[src/rtl/regfile_wb_arbiter.sv]
// regfile_wb_arbiter: round-robin arbiter sharing the register file write port between ALU (A) and load unit (B)
module regfile_wb_arbiter #(
  parameter int DATA_W = 32,
  parameter int ADDR_W = 5
) (
  input  logic              clk,
  input  logic              rst_n,
  input  logic              a_valid,
  output logic              a_ready,
  input  logic [ADDR_W-1:0] a_addr,
  input  logic [DATA_W-1:0] a_data,
  input  logic              b_valid,
  output logic              b_ready,
  input  logic [ADDR_W-1:0] b_addr,
  input  logic [DATA_W-1:0] b_data,
  input  logic              wb_stall,
  output logic              rf_write_enable,
  output logic [ADDR_W-1:0] rf_write_addr,
  output logic [DATA_W-1:0] rf_write_data,
  output logic              last_grant_b
);
  logic              open;
  logic              handshake;
  logic [ADDR_W-1:0] win_addr;
  logic [DATA_W-1:0] win_data;
  // Grant in the same cycle as valid; on contention the side that did not win last goes first
  always_comb begin
    open      = rst_n & ~wb_stall;
    a_ready   = open & a_valid & (~b_valid | last_grant_b);
    b_ready   = open & b_valid & (~a_valid | ~last_grant_b);
    handshake = a_ready | b_ready;
    win_addr  = b_ready ? b_addr : a_addr;
    win_data  = b_ready ? b_data : a_data;
  end
  // Register the winning write; writes to register 0 are dropped but still move the priority pointer
  always_ff @(posedge clk) begin
    if (!rst_n) begin
      rf_write_enable <= 1'b0;
      rf_write_addr   <= '0;
      rf_write_data   <= '0;
      last_grant_b    <= 1'b1;
    end else begin
      rf_write_enable <= handshake && (win_addr != '0);
      if (handshake && (win_addr != '0)) begin
        rf_write_addr <= win_addr;
        rf_write_data <= win_data;
      end
      if (handshake) last_grant_b <= b_ready;
    end
  end
endmodule

[config.mk]
export PLATFORM = sky130hd
export DESIGN_NAME = regfile_wb_arbiter
export DESIGN_NICKNAME = d
export VERILOG_FILES = /design/src/rtl/regfile_wb_arbiter.sv
export SDC_FILE = /design/constraint.sdc
export NUM_CORES = 1
export LEC_CHECK = 0
export ABC_AREA = 1
export CAP_MARGIN = 20
export CORE_MARGIN = 3
export CORE_UTILIZATION = 42
export CTS_CLUSTER_SIZE = 25
export DETAILED_ROUTE_END_ITERATION = 7
export PLACE_DENSITY_LB_ADDON = 0.3
export SLEW_MARGIN = 10
export SYNTH_ARGS = -nofsm -noshare
export SYNTH_HDL_FRONTEND = slang
export SYNTH_SLANG_ARGS = --single-unit
[constraint.sdc]
create_clock -name clk -period 5.3 [get_ports clk]
set_clock_uncertainty 0.2 [all_clocks]
set_input_delay 0.53 -clock clk [delete_from_list [all_inputs] [get_ports clk]]
set_output_delay 0.53 -clock clk [all_outputs]
set_load 0.02 [all_outputs]
==> results.yml <==
detailed_routing:
  postRouteWirelength_mm: 6.274
  routed_wire_per_std_cell_um: 11.43
  detail-route-antenna-nets: 0
  drt-initial-drc-count: 76
  firstDrtPassIters: 4
  vias: 2477
  drt_drc_violations_left: 0
  vias_per_cell: 4.512
place:
  place_congestion: 0.7845
  port_buffers: 119
  placement.cell_area_um2: 3393
  place_hpwl_mm: 4.521
  dp_worst_setup_slack_ns: 1.872
sta:
  totalNegativeSetupSlack_ns: 0
  setup_violations: 0
  timing.slew.headroom: 0.5829
  tightest_slew_ns: 0.6247
  clock.fmax_mhz: 290.6
  layout_worst_path_cycle_share: 0.6494
  worst_slack_ns: 1.858
  hold_viol: 0
  grt_setup_unrepaired: "false"
  report.final.slew_viol_count: 0
  period_minus_slack_ns: 3.442
critical_path:
  worst_setup_path_end_kind: "output port"
  critical_path.max_fanout: 36
  critical_path.reg2reg.startpoint: "last_grant_b"
  regToRegEndpoint: "rf_write_data[25]"
  worst_ep_arrival_ns: 2.71
  r2r_setup_slack_ns: 2.84
  path_class: "in -> out"
  cp.required_ns: 4.57
  worstSetupStartpointType: "primary input"
  rr_worst_depth: 11
cells_and_area:
  final_common_cell: "nand2_1"
  layout.cells.most_common_list: "nand2_1, clkdlybuf4s50_1, nor2_1"
  num-nets-final: 560
  final_util: 0.7134
  drive_gt1_frac: 0.05809
  fillers: 453
  layout.cell_area.non_filler_um2: 3526
  diodes: 0
  synthToLayoutAreaGrowth_pct: 57.52
die:
  rows: 25
  die_height_um: 79.01
  die-area_um2: 6242
  initial_core_util: 0.4529
  ios: 120
  core_area_um2: 4942
  dieWidth_um: 79.01
clocking:
  worst_setup_hold_path_clk_slew_ns: 0.08
  postCtsSetupBuffers: 0
  tritoncts: "built"
  max-clock-path-buffers: 2
  post_cts_hold_buffer_count: 0
  clockRootBuffer: "clkbuf_8"
  ctsHtreeMaxLevel: 2
  numCtsBuffers: 5
  clock_sink_count: 39
  worst_skew_pair.late_latency_ns: 0.29
  ctsResizeCount: 0
logic_synthesis:
  synthesis.area_per_instance_um2: 6.001
  synthDistinctLibCells: 23
  syn-instance-count: 373
  synth-seq-cells: 39
  synth.yosys.warnings: 0
  mappedNetlistArea_um2: 2238
  synthesis.nets: 452
  ys_seq_area_frac: 0.3488
grt:
  grt_use_total: 0.2049
  globalRouteOverflowTotal: 0
  antenna_found_initial: 0
  number_of_global_route_vias_before_repair: 2399
  maximum_number_of_pins_on_one_net_before_global_route_repair: 40
  grt_first_pass_wirelength_mm: 10.41
outcome:
  status: "finished clean"
power_and_ir_drop:
  worst_ir_drop_vdd_mv: 0.1369
  design_power_total_mw: 0.8427
  cellPowerDensity_nw_per_um2: 239.0
  p_leak_nw: 1.720
worst_hold_path:
  hold_path_depth: 2
  worstHoldEndpoint: "rf_write_addr[3]"
  min_path_type: "reg -> reg"
  min_delay_startpoint: "rf_write_addr[3]"
run:
  maxCapViolations: 0
[state kept, by name, summed over array words and instances (netlist names)]
| signal | count |
|---|---|
| rf_write_addr | 5 |
| rf_write_data | 32 |
| last_grant_b | 1 |
| rf_write_enable | 1 |
[power breakdown]
| part | internal [mW] | switching, mW |
|---|---|---|
| Clock | 0.188 | 0.103 |
| Combinational | 0.119 | 0.108 |
| Sequential | 0.314 | 0.0105 |
[metrics by stage]
| stage | hold slack [ns] | cells |
|---|---|---|
| after floorplan | 0.3362 | 373 |
| after global placement | 0.2523 | 541 |
| after detailed placement | 0.2604 | 541 |
| after CTS | 0.2767 | 549 |
| after global routing | 0.2869 | 549 |
| final | 0.2717 | 549 |
[Yosys cell counts]
cell type | instances | area share
nand3_2 | 1 | 0.0045
inv_1 | 45 | 0.075
nor2_1 | 61 | 0.10
buf_4 | 1 | 0.0034
or2_2 | 1 | 0.0028
nor2_4 | 1 | 0.0050
inv_2 | 3 | 0.0050
nand2_2 | 2 | 0.0056
nor2_2 | 6 | 0.017
buf_2 | 3 | 0.0067
a21oi_1 | 4 | 0.0089
buf_6 | 7 | 0.035
nand3_1 | 36 | 0.080
o211ai_1 | 1 | 0.0034
clkbuf_1 | 9 | 0.015
a21oi_2 | 1 | 0.0039
o21bai_4 | 1 | 0.0084
dfxtp_1 | 39 | 0.35
inv_4 | 1 | 0.0028
nand4_2 | 1 | 0.0056
nand4_1 | 4 | 0.011
nand2_1 | 144 | 0.24
o21ai_4 | 1 | 0.0073
[worst max-delay path by stage]
stage	start	endpoint	slack (ns)	depth (start not counted)
after floorplan	rst_n	rf_write_data[10]	3.19	11
after global placement	rst_n	b_ready	1.92	5
after detailed placement	rst_n	b_ready	1.87	5
after CTS	rst_n	b_ready	1.87	5
after global routing	rst_n	b_ready	1.72	5
final	rst_n	b_ready	1.86	5
[logic make-up (layout without fill, tap and decap cells)]
family                 count (synthesis)  count (layout)  synth area share
AOI/OAI and AO/OA                      8               8           0.03187
buffers and inverters                 69             178            0.1437
DFF                                   39              39            0.3488
and+or+nand+nor                      257             257            0.4757
[critical path: stages]
cell and delay, ns:
clkdlybuf4s50_1 0.46, buf_4 0.35, nand4_2 0.16, inv_2 0.46, clkdlybuf4s50_1 0.73
[metal layers]
layer	GRT usage	routed length, µm	part of all wire	up-vias
met5	0	0	0	-
met4	0.05670	57	0.0091	0
met3	0.06463	505	0.080	7
met2	0.3931	3163	0.50	73
met1	0.2112	2548	0.41	1070
li1	-	-	-	1327
[cell type report]
cell class              count  area, µm²  area share
repair buffers            121       1206      0.3421
multi-input cells         265       1136      0.3222
flip-flops and latches     39      780.7      0.2214
inverters                  49      186.4     0.05287
well taps                  67      83.83     0.02378
clock buffers               6      72.57     0.02058
clock inverters             2      60.06     0.01703
Note: power is estimated with default switching activity, not from simulation.
==> variant, RTL diff (same settings) <==
`DATA_W`: 32 -> 64.
--- a/src/rtl/regfile_wb_arbiter.sv
+++ b/src/rtl/regfile_wb_arbiter.sv
@@ -2,3 +2,3 @@
 module regfile_wb_arbiter #(
-  parameter int DATA_W = 32,
+  parameter int DATA_W = 64,
   parameter int ADDR_W = 5
Interface: changed (resized a_data, b_data and rf_write_data); port bits go from 120 to 216. No check against the original RTL was run, so the function may have changed too.
==> variant against the original RTL <==
- clock power increased by 44%
- wire length is 92% higher
- synthesized cell count grew 83%
- hold slack better by 0.011 ns
- power increased by 71%
- setup slack improved by 0.11 ns
- design area up 82%
- die area is 77% higher
- utilization decreased by 3.4 points
- global-route usage up 0.31 points
- sequential cell count grew 32
- synthesized area is 84% higher
- combinational power grew 87%
==> variant: results (changes against the original RTL) <==
- Number of gates resized after CTS: 0 (unchanged)
- Worst min-delay path class: reg -> reg
- Synth Area in Adders: 0% (unchanged)
- TritonCTS Buffers: 9 (+4)
- R2r setup slk: 2.47 ns (-0.37 ns)
- Worst setup margin: 1.97 ns (+0.107 ns)
- DR WL met3: 782 um (+55%)
- Cell Area, Placed: 6170 um2 (+82%)
- Sequential area share after synthesis: 34.4% (-0.45 points)
- Antenna Cells: 0 (unchanged)
- Hold Startpoint: rf_write_data[62]
- Post CTS Setup Buffer Count: 0 (unchanged)
- Layout cells sized above 1: 8.32% (+2.5 points)
- DR WL met2: 6.37 mm (+100%)
- Synth top cells by count: nand2_1, nor2_1, inv_1, dfxtp_1, nand3_1
- Syn_nets: 827 (+83%)
- Peak supply drop: 0.138 mV (+1.0%)
- Final net count: 1015 (+81%)
- Status: finished, final reports clean
- Worst reg2reg path depth: 12 (+1)
- Pin count of the biggest net entering global routing: 72 (+80%)
- Vias in the first global route: 4225 (+76%)
- H-tree levels: 3 (+1)
- Fraction of registers with async set/reset: 0% (unchanged)
- Fill cell count: 862 (+90%)
- Initial DRT Pass Iterations: 5 (+1)
- LEAKAGE: 3.11 nW (+81%)
- Library cells used by synthesis: 23 (unchanged)
- Worst skew pair latency: 0.33 ns (+0.04 ns)
- IO buf count: 215 (+81%)
- First-iteration detailed-routing DRC count: 133 (+75%)
- Worst hold path depth: 2 (unchanged)
- Via density: 4.56 (+1.0%)
- Post-place setup slack: 1.56 ns (-0.316 ns)
- First-pass GRT wire length: 19.2 mm (+85%)
- Clk root buf: clkbuf_8
- All-Layer GR Usage: 20.8% (+0.31 points)
- M1 wire length: 4.83 mm (+89%)
- Initial antenna violation count: 0 (unchanged)
- Final Wtd Congestion: 0.817 (+4.1%)
- Crit path from: b_valid
- CP max stage delay: 0.73 ns (about the same)
- Crit path DAT: 2.60 ns (-0.11 ns)
- YS warnings: 0 (unchanged)
- Biggest regs: rf_write_data x64, rf_write_addr x5
- Compound-Gate Fraction of Synth Area: 1.55% (-1.6 points)
- Post-synthesis xor/xnor area fraction: 0% (unchanged)
- Total wire length: 12.1 mm (+92%)
- Synth top area cells: dfxtp_1, nand2_1, nor2_1
- Critical register-to-register path startpoint: last_grant_b
- Crit-path max FO: 45 (+25%)
- Slew at the pin closest to its max-slew limit: 0.890 ns (+0.265 ns)
- DP Wirelength: 8.78 mm (+94%)
- Clock input transition at the sequential cells of the worst setup and hold paths: ~0.070 ns
-- variant: routing by layer --
metal	global-route usage, %	vias to the layer above
met4	5.34	0
met5	0	-
li1	-	2401
met2	38.5	125
met3	5.50	6
met1	23.4	2053
-- variant: power by group --
group | leakage [nW] | total [mW] | switching [mW] | internal (mW)
combinational | 2.43 | 0.425 | 0.201 | 0.224
clock | 0.100 | 0.418 | 0.189 | 0.229
sequential | 0.583 | 0.597 | 0.0240 | 0.573
-- variant: final timing paths --
| check | to |
|---|---|
| max | b_ready |
| min | rf_write_data[62] |
| max reg2reg | rf_write_data[19] |
| min reg2reg | rf_write_data[62] |
-- variant: stage by stage --
| stage | cells | hold slack (ns) | utilization (%) |
|---|---|---|---|
| after detailed placement | 988 | 0.264 | 65.5 |
| after CTS | 1004 | 0.280 | 67.6 |
| after floorplan | 684 | 0.336 | - |
| after global placement | 988 | 0.257 | 65.5 |
| final | 1006 | 0.283 | 68.0 |
| after global routing | 1006 | 0.289 | 68.0 |
-- variant: cells by family (layout without fill, tap and decap cells) --
family / after synthesis / count (layout)
flip-flops: 71 / 71
AO/OA/AOI/OAI: 8 / 8
buffers and inverters: 124 / 317
AND/OR/NAND/NOR: 481 / 481
-- variant: worst min-delay path: cells and delay by family, from the launching register on --
| kind | cells | cell delay (ns) |
|---|---|---|
| AND/OR/NAND/NOR | 2 | 0.12 |
| flip-flops | 1 | 0.32 |
-- variant: cell type report --
cell class | count | area [um2] | area share, %
Sequential cell | 71 | 1420 | 22.2
Inverter | 81 | 309 | 4.83
Clock inverter | 4 | 45.0 | 0.704
Timing Repair Buffer | 220 | 2210 | 34.5
Clock buffer | 12 | 145 | 2.27
Multi-Input combinational cell | 489 | 2110 | 33.0
Tap cell | 129 | 161 | 2.52
